<file path="config.mk">
export PLATFORM = sky130hd
export DESIGN_NAME = tuple_hasher
export DESIGN_NICKNAME = d
export VERILOG_FILES = /design/src/rtl/phj_pkg.sv /design/src/rtl/tuple_hasher.sv
export SDC_FILE = /design/constraint.sdc
export NUM_CORES = 2
export LEC_CHECK = 0
export CAP_MARGIN = 20
export CORE_ASPECT_RATIO = 1.5
export CORE_MARGIN = 5
export CORE_UTILIZATION = 60
export CTS_BUF_LIST = sky130_fd_sc_hd__clkbuf_2 sky130_fd_sc_hd__clkbuf_4 sky130_fd_sc_hd__clkbuf_8
export DETAILED_ROUTE_END_ITERATION = 10
export DONT_BUFFER_PORTS = 1
export GPL_TIMING_DRIVEN = 0
export PLACE_DENSITY_LB_ADDON = 0.12
export SKIP_LAST_GASP = 1
export SLEW_MARGIN = 20
export SYNTH_ARGS = -nofsm -noshare
export SYNTH_HDL_FRONTEND = slang
export SYNTH_SLANG_ARGS = --single-unit
</file>
<file path="constraint.sdc">
create_clock -name clk -period 18.04 [get_ports clk]
set_clock_uncertainty 0.2 [all_clocks]
set_input_delay 3.608 -clock clk [delete_from_list [all_inputs] [get_ports clk]]
set_output_delay 3.608 -clock clk [all_outputs]
set_load 0.1 [all_outputs]
</file>
<file path="src/rtl/phj_pkg.sv">
// Shared constants and helpers for the partitioned hash join datapath.
// Hash constants follow the murmur3 fmix32 finalizer.
package phj_pkg;

  localparam int unsigned TUPLE_W    = 64;
  localparam int unsigned KEY_W      = 32;
  localparam int unsigned HASH_W     = 32;
  localparam int unsigned NUM_STAGES = 4;

  localparam logic [HASH_W-1:0] FMIX_C1 = 32'h85EB_CA6B;
  localparam logic [HASH_W-1:0] FMIX_C2 = 32'hC2B2_AE35;

  function automatic logic [HASH_W-1:0] xorshift(input logic [HASH_W-1:0] h,
                                                 input int unsigned       sh);
    return h ^ (h >> sh);
  endfunction

endpackage

</file>
<file path="src/rtl/tuple_hasher.sv">
// Four-stage fmix32 hashing pipeline that tags each tuple with its index in the relation.
// One relation at a time: intake stalls after a last tuple until that tuple leaves.
module tuple_hasher
  import phj_pkg::*;
#(
  parameter logic [31:0] SEED     = 32'h0000_0000,
  parameter int unsigned SERIAL_W = 64
) (
  input  logic                clk,
  input  logic                reset,
  input  logic                in_valid,
  output logic                in_ready,
  input  logic [TUPLE_W-1:0]  in_data,
  input  logic                in_last,
  output logic                out_valid,
  input  logic                out_ready,
  output logic [TUPLE_W-1:0]  out_data,
  output logic [HASH_W-1:0]   out_hash,
  output logic                out_last,
  output logic [SERIAL_W-1:0] out_serialnum
);

  localparam int unsigned LastSt = NUM_STAGES - 1;

  logic [NUM_STAGES-1:0] valid_q;
  logic [NUM_STAGES-1:0] last_q;
  logic [TUPLE_W-1:0]    data_q   [NUM_STAGES];
  logic [HASH_W-1:0]     hash_q   [NUM_STAGES];
  logic [HASH_W-1:0]     hash_d   [NUM_STAGES];
  logic [SERIAL_W-1:0]   serial_q [NUM_STAGES];
  logic [SERIAL_W-1:0]   count_q, count_d;
  logic                  draining_q, draining_d;
  logic                  en, accept, last_out_xfer;

  // Whole pipeline moves in lockstep; only a stalled full output stage blocks it.
  assign en            = !valid_q[LastSt] || out_ready;
  assign in_ready      = en && !draining_q && !reset;
  assign accept        = in_valid && in_ready;
  assign last_out_xfer = valid_q[LastSt] && out_ready && last_q[LastSt];

  always_comb begin
    hash_d[0] = xorshift(in_data[KEY_W-1:0] ^ SEED, 16);
    hash_d[1] = hash_q[0] * FMIX_C1;
    hash_d[2] = xorshift(hash_q[1], 13) * FMIX_C2;
    hash_d[3] = xorshift(hash_q[2], 16);
  end

  always_comb begin
    count_d    = count_q;
    draining_d = draining_q;
    if (accept) begin
      count_d = count_q + SERIAL_W'(1);
      if (in_last) draining_d = 1'b1;
    end
    // Acceptance is blocked while draining, so this never collides with an accept.
    if (last_out_xfer) begin
      count_d    = '0;
      draining_d = 1'b0;
    end
  end

  always_ff @(posedge clk) begin
    if (reset) begin
      valid_q    <= '0;
      last_q     <= '0;
      count_q    <= '0;
      draining_q <= 1'b0;
      for (int i = 0; i < NUM_STAGES; i++) begin
        data_q[i]   <= '0;
        hash_q[i]   <= '0;
        serial_q[i] <= '0;
      end
    end else begin
      count_q    <= count_d;
      draining_q <= draining_d;
      if (en) begin
        valid_q     <= {valid_q[NUM_STAGES-2:0], accept};
        last_q      <= {last_q[NUM_STAGES-2:0], accept && in_last};
        data_q[0]   <= in_data;
        hash_q[0]   <= hash_d[0];
        serial_q[0] <= count_q;
        for (int i = 1; i < NUM_STAGES; i++) begin
          data_q[i]   <= data_q[i-1];
          hash_q[i]   <= hash_d[i];
          serial_q[i] <= serial_q[i-1];
        end
      end
    end
  end

  assign out_valid     = valid_q[LastSt];
  assign out_last      = last_q[LastSt];
  assign out_data      = data_q[LastSt];
  assign out_hash      = hash_q[LastSt];
  assign out_serialnum = serial_q[LastSt];

endmodule

</file>
=== After elaboration in Yosys (flattened, before gate mapping) ===
Memory sizes are Yosys's and may differ from the RTL's.
Index checks and enable logic that the tools add are counted.

* Output and inout port bits: 163
* RAM bits: 640
* Register bits after elaboration: 73
* Memories: 3
* Word-level logic and storage cells: 54

* Bitwise logic cells: 15
* Muxes and demuxes: 17
* Add/subtract/negate cells: 1
* Reduce and logical (&&, ||, !) cells: 12
* $mul: 2

{| class="wikitable"
|+ Memory list
! memory !! words !! width !! rd ports !! clocked after memory_dff !! wr ports !! line !! text
|-
| data_q || 4 || 64 || 4 || 0 || 4 || tuple_hasher.sv:27 || <nowiki>logic [TUPLE_W-1:0] data_q [NUM_STAGES];</nowiki>
|-
| serial_q || 4 || 64 || 4 || 0 || 4 || tuple_hasher.sv:30 || <nowiki>logic [SERIAL_W-1:0] serial_q [NUM_STAGES];</nowiki>
|-
| hash_q || 4 || 32 || 4 || 0 || 4 || tuple_hasher.sv:28 || <nowiki>logic [HASH_W-1:0] hash_q [NUM_STAGES];</nowiki>
|}

{| class="wikitable"
|+ Operator list
! cell !! number
|-
| 2-to-1 mux 64 bit || 8
|-
| 2-to-1 mux 32 bit || 4
|-
| adder 64 x 1 -> 64 bit (second input constant) || 1
|-
| XOR 32 x 16 -> 32 bit || 2
|-
| multiplier 32 x 31 -> 32 bit (second input constant) || 1
|-
| multiplier 32 x 32 -> 32 bit (second input constant) || 1
|-
| XOR 32 x 19 -> 32 bit || 1
|-
| OR 1 bit || 12
|-
| logical AND 1 bit || 6
|-
| 2-to-1 mux 1 bit || 5
|-
| logical NOT 1 bit || 3
|-
| AND reduction 2 bit || 1
|-
| OR reduction 2 bit || 1
|-
| logical OR 1 bit || 1
|}

=== Logic depth before layout (Yosys ltp) ===
* Depth in word-level cells: 6
* Mapped depth: 26
* Gate-level depth less buffers: 25

=== Worst setup path after synthesis ===
Ideal clock, no wire load.

* Path kind: input to register
* Start point: input reset
* End point: memory data_q[0][0], enable pin
* Stages: 3
* Required time: 16872 ps
* Data arrival time: 15936 ps
* Slack: 936 ps
* Buffers on the path: 1
* Cells stage by stage: buf_2 > nor2_1 > inv_1

{| class="wikitable"
|+ RTL lines
! item !! line !! text
|-
| from (decl) || tuple_hasher.sv:10 || <nowiki>input logic reset,</nowiki>
|-
| to (decl) || tuple_hasher.sv:27 ||
|}

=== Final worst setup path ===
* Start point: input reset
* End point: output in_ready

* Cells in the longest elaborated chain, start to end: 2

{| class="wikitable"
|+ RTL lines
! item !! line !! text
|-
| logical NOT 1 bit || tuple_hasher.sv:37 || <nowiki>assign in_ready = en && !draining_q && !reset;</nowiki>
|-
| logical AND 1 bit || tuple_hasher.sv:37 ||
|-
| to (decl) || tuple_hasher.sv:12 || <nowiki>output logic in_ready,</nowiki>
|}

Every way passes these cells.

==> run_results.csv <==
group,metric,value,unit
detailed_routing,drt-initial-drc-count,1074,
critical_path,cp_max_fo,10,
place,dpl.hpwl,82800,µm
floorplanning,core,72700,µm²
floorplanning,die_h,342,µm
sta,worst-slew-pin-transition,1110,ps
cts,clkSinkCount,697,
layout,final_common_cell,"inv_1",
cts,cts_tree,"built",
detailed_routing,viasPerCell,5.25,
global_routing,grt_util_met3,0.0403,
synthesis,ys_ff_latch,697,
place,numPlacedInstances,4515,
detailed_routing,drcViolationCount,0,
detailed_routing,via_count,24700,
synthesis,synth_edf_count,624,
global_routing,antenna_found_initial,8,
layout,mostFrequentLayoutCells,"728 x inv_1, 624 x edfxtp_1, 531 x and2_1, 391 x fa_1, 372 x ha_1",
global_routing,grt.busiest_layer,"met2",
synthesis,ys.flop_type,"edfxtp_1",
synthesis,async_reset_ff_frac,0,
floorplanning,dieWidth,231,µm
cts,path_clk_slew,70,ps
run_status,run_status,"complete, no violations",
floorplanning,num_rows,121,
detailed_routing,wl_per_cell,21.2,µm
sta,period_needed,9720,ps
sta,slew_violations,0,
cts,clk_latency,680,ps
critical_path,cp-end-kind,"output pin",
synthesis,avgSynthCellArea,12.3,µm²
detailed_routing,detail-route-antenna-nets,0,
global_routing,grt_start_max_net_pins,115,
synthesis,yosysTopAreaCellShare,0.426,
synthesis,synth_cell_types,64,
sta,setup_tns,0,ps
critical_path,cp.arrival,5910,ps
global_routing,met1_usage,0.279,
cts,cts_buffers,97,
critical_path,start_kind,"input pin",
synthesis,syn_area,44000,µm²
sta,finalCritPeriodShare,0.539,
synthesis,synth_nets,4419,
cts,cts_hold_buf,0,
sta,slew_headroom,0.262,
global_routing,grt_pass1_vias,26800,
synthesis,synthCells,3587,
cts,cts-resized-gates,0,
critical_path,crit_type,"input pin to output pin",
cts,post_cts_buffers,0,
place,gp_congestion,0.975,
cts,clock_tree.buffer_depth,3,
synthesis,synth_area_leaders,"edfxtp_1 43%, fa_1 18%, ha_1 11%, and2_1 7.5%, inv_1 6.2%",
sta,rsz0062_at_grt,"no",
layout,area_growth_syn_to_layout,8.05,%
layout,stdcell_count,4702,
global_routing,grt_overflow,0,
cts,root_buffer,"clkbuf_8",
sta,final-setup-viol-count,0,
min_path,hold_path.class,"flip-flop to flip-flop",
sta,hold_viol_final,0,
floorplanning,fp.dieArea,79000,µm²
layout,fin_nets,4524,
floorplanning,io_pins,232,
synthesis,netlist.top_cell.by_area,"edfxtp_1",
global_routing,use_met2,0.491,
cts,cts_max_level,3,
flow_run,cap_violations,0,
global_routing,grt_pass1_wl,154000,µm
synthesis,synth_warnings,0,
place,io_buffers,0,
global_routing,track_usage,0.259,
synthesis,ys_seq_area_frac,0.459,
layout,postLayoutCoreUtil,0.654,
detailed_routing,wl,99600,µm
detailed_routing,drtPass1Iterations,6,
floorplanning,initial_utilization,0.605,
sta,fmax,103,MHz
layout,drive_gt1_frac,0.0530,
layout,fillCellCount,5522,
critical_path,cp.required,14230,ps
[sequential cells by signal, summed over array words and instances, names as in the netlist]
| signal | cells |
|---|---|
| serial_q | 256 |
| data_q | 256 |
| valid_q | 4 |
| hash_q | 112 |
| count_q | 64 |
| draining_q | 1 |
| last_q | 4 |
[final timing paths]
kind / start / end / slack [ps] / cells past startpoint
setup / recovery: reset / in_ready / 8320 / 7
hold reg to reg: valid_q[1] / valid_q[2] / 270 / 2
setup reg to reg: hash_q[1][20] / hash_q[2][31] / 9430 / 24
hold / removal: valid_q[1] / valid_q[2] / 270 / 2
[synth_stat cells, drive strengths merged, types with 4 or more instances]
cell type / n
inv: 729
edfxtp: 624
and2: 533
fa: 391
ha: 372
nor2: 187
xnor2: 151
clkbuf: 76
dfxtp: 73
a21oi: 66
xor2: 65
nand2: 56
o21ai: 40
nand3: 29
or3: 29
nor3: 20
a21o: 17
nand4: 15
a211oi: 11
nand2b: 9
nor4: 8
and3: 6
and4: 6
nor3b: 6
o211ai: 6
o31ai: 6
a22o: 5
buf: 5
nor2b: 4
o21a: 4
o22ai: 4
or2: 4
[routing by layer]
layer,vias to the layer above,wire length [µm]
li1,11700,-
met1,12100,35500
met2,609,54300
met3,212,4140
met4,2,5690
met5,-,13
[metrics by stage]
stage / worst slack [ps] / hold WS [ps] / instance area, µm²
final: 8320 / 267 / 47500
after floorplan: 936 / 226 / 44000
after CTS: 8250 / 267 / 47500
after global routing: 8150 / 291 / 47500
after detailed placement: 8250 / 252 / 45300
after global placement: -2660 / 240 / 45200
[logic make-up (layout without fill, tap and decap cells)]
| group | Yosys count | count (layout) | share of synthesized area |
|---|---|---|---|
| fa+ha+maj | 763 | 763 | 0.284 |
| other cells | 0 | 8 | 0 |
| buf+inv | 813 | 998 | 0.0700 |
| compound gates | 180 | 180 | 0.0252 |
| mux | 3 | 3 | 0.000682 |
| simple gates | 915 | 915 | 0.118 |
| xor+xnor | 216 | 216 | 0.0430 |
| flops | 697 | 697 | 0.459 |
[critical path, cell delays in order]
cell and delay (ps):
buf_2 190, nand2b_1 130, clkbuf_1 510, clkbuf_2 580, buf_1 540, nor2_2 130, buf_16 200
[cell type report]
cell class / count / area [µm²] / area share
antenna: 8 / 20.0 / 0.000421
buffer: 82 / 324 / 0.00682
clock buffer: 132 / 1690 / 0.0354
clock inverter: 47 / 498 / 0.0105
inverter: 731 / 2770 / 0.0582
multi-input combinational: 2077 / 20700 / 0.436
sequential: 697 / 20200 / 0.425
tap: 922 / 1150 / 0.0243
timing repair buffer: 6 / 165 / 0.00347
Power is not shown: default switching activity piles up to over one toggle a cycle in this logic, so the estimate is an artifact.
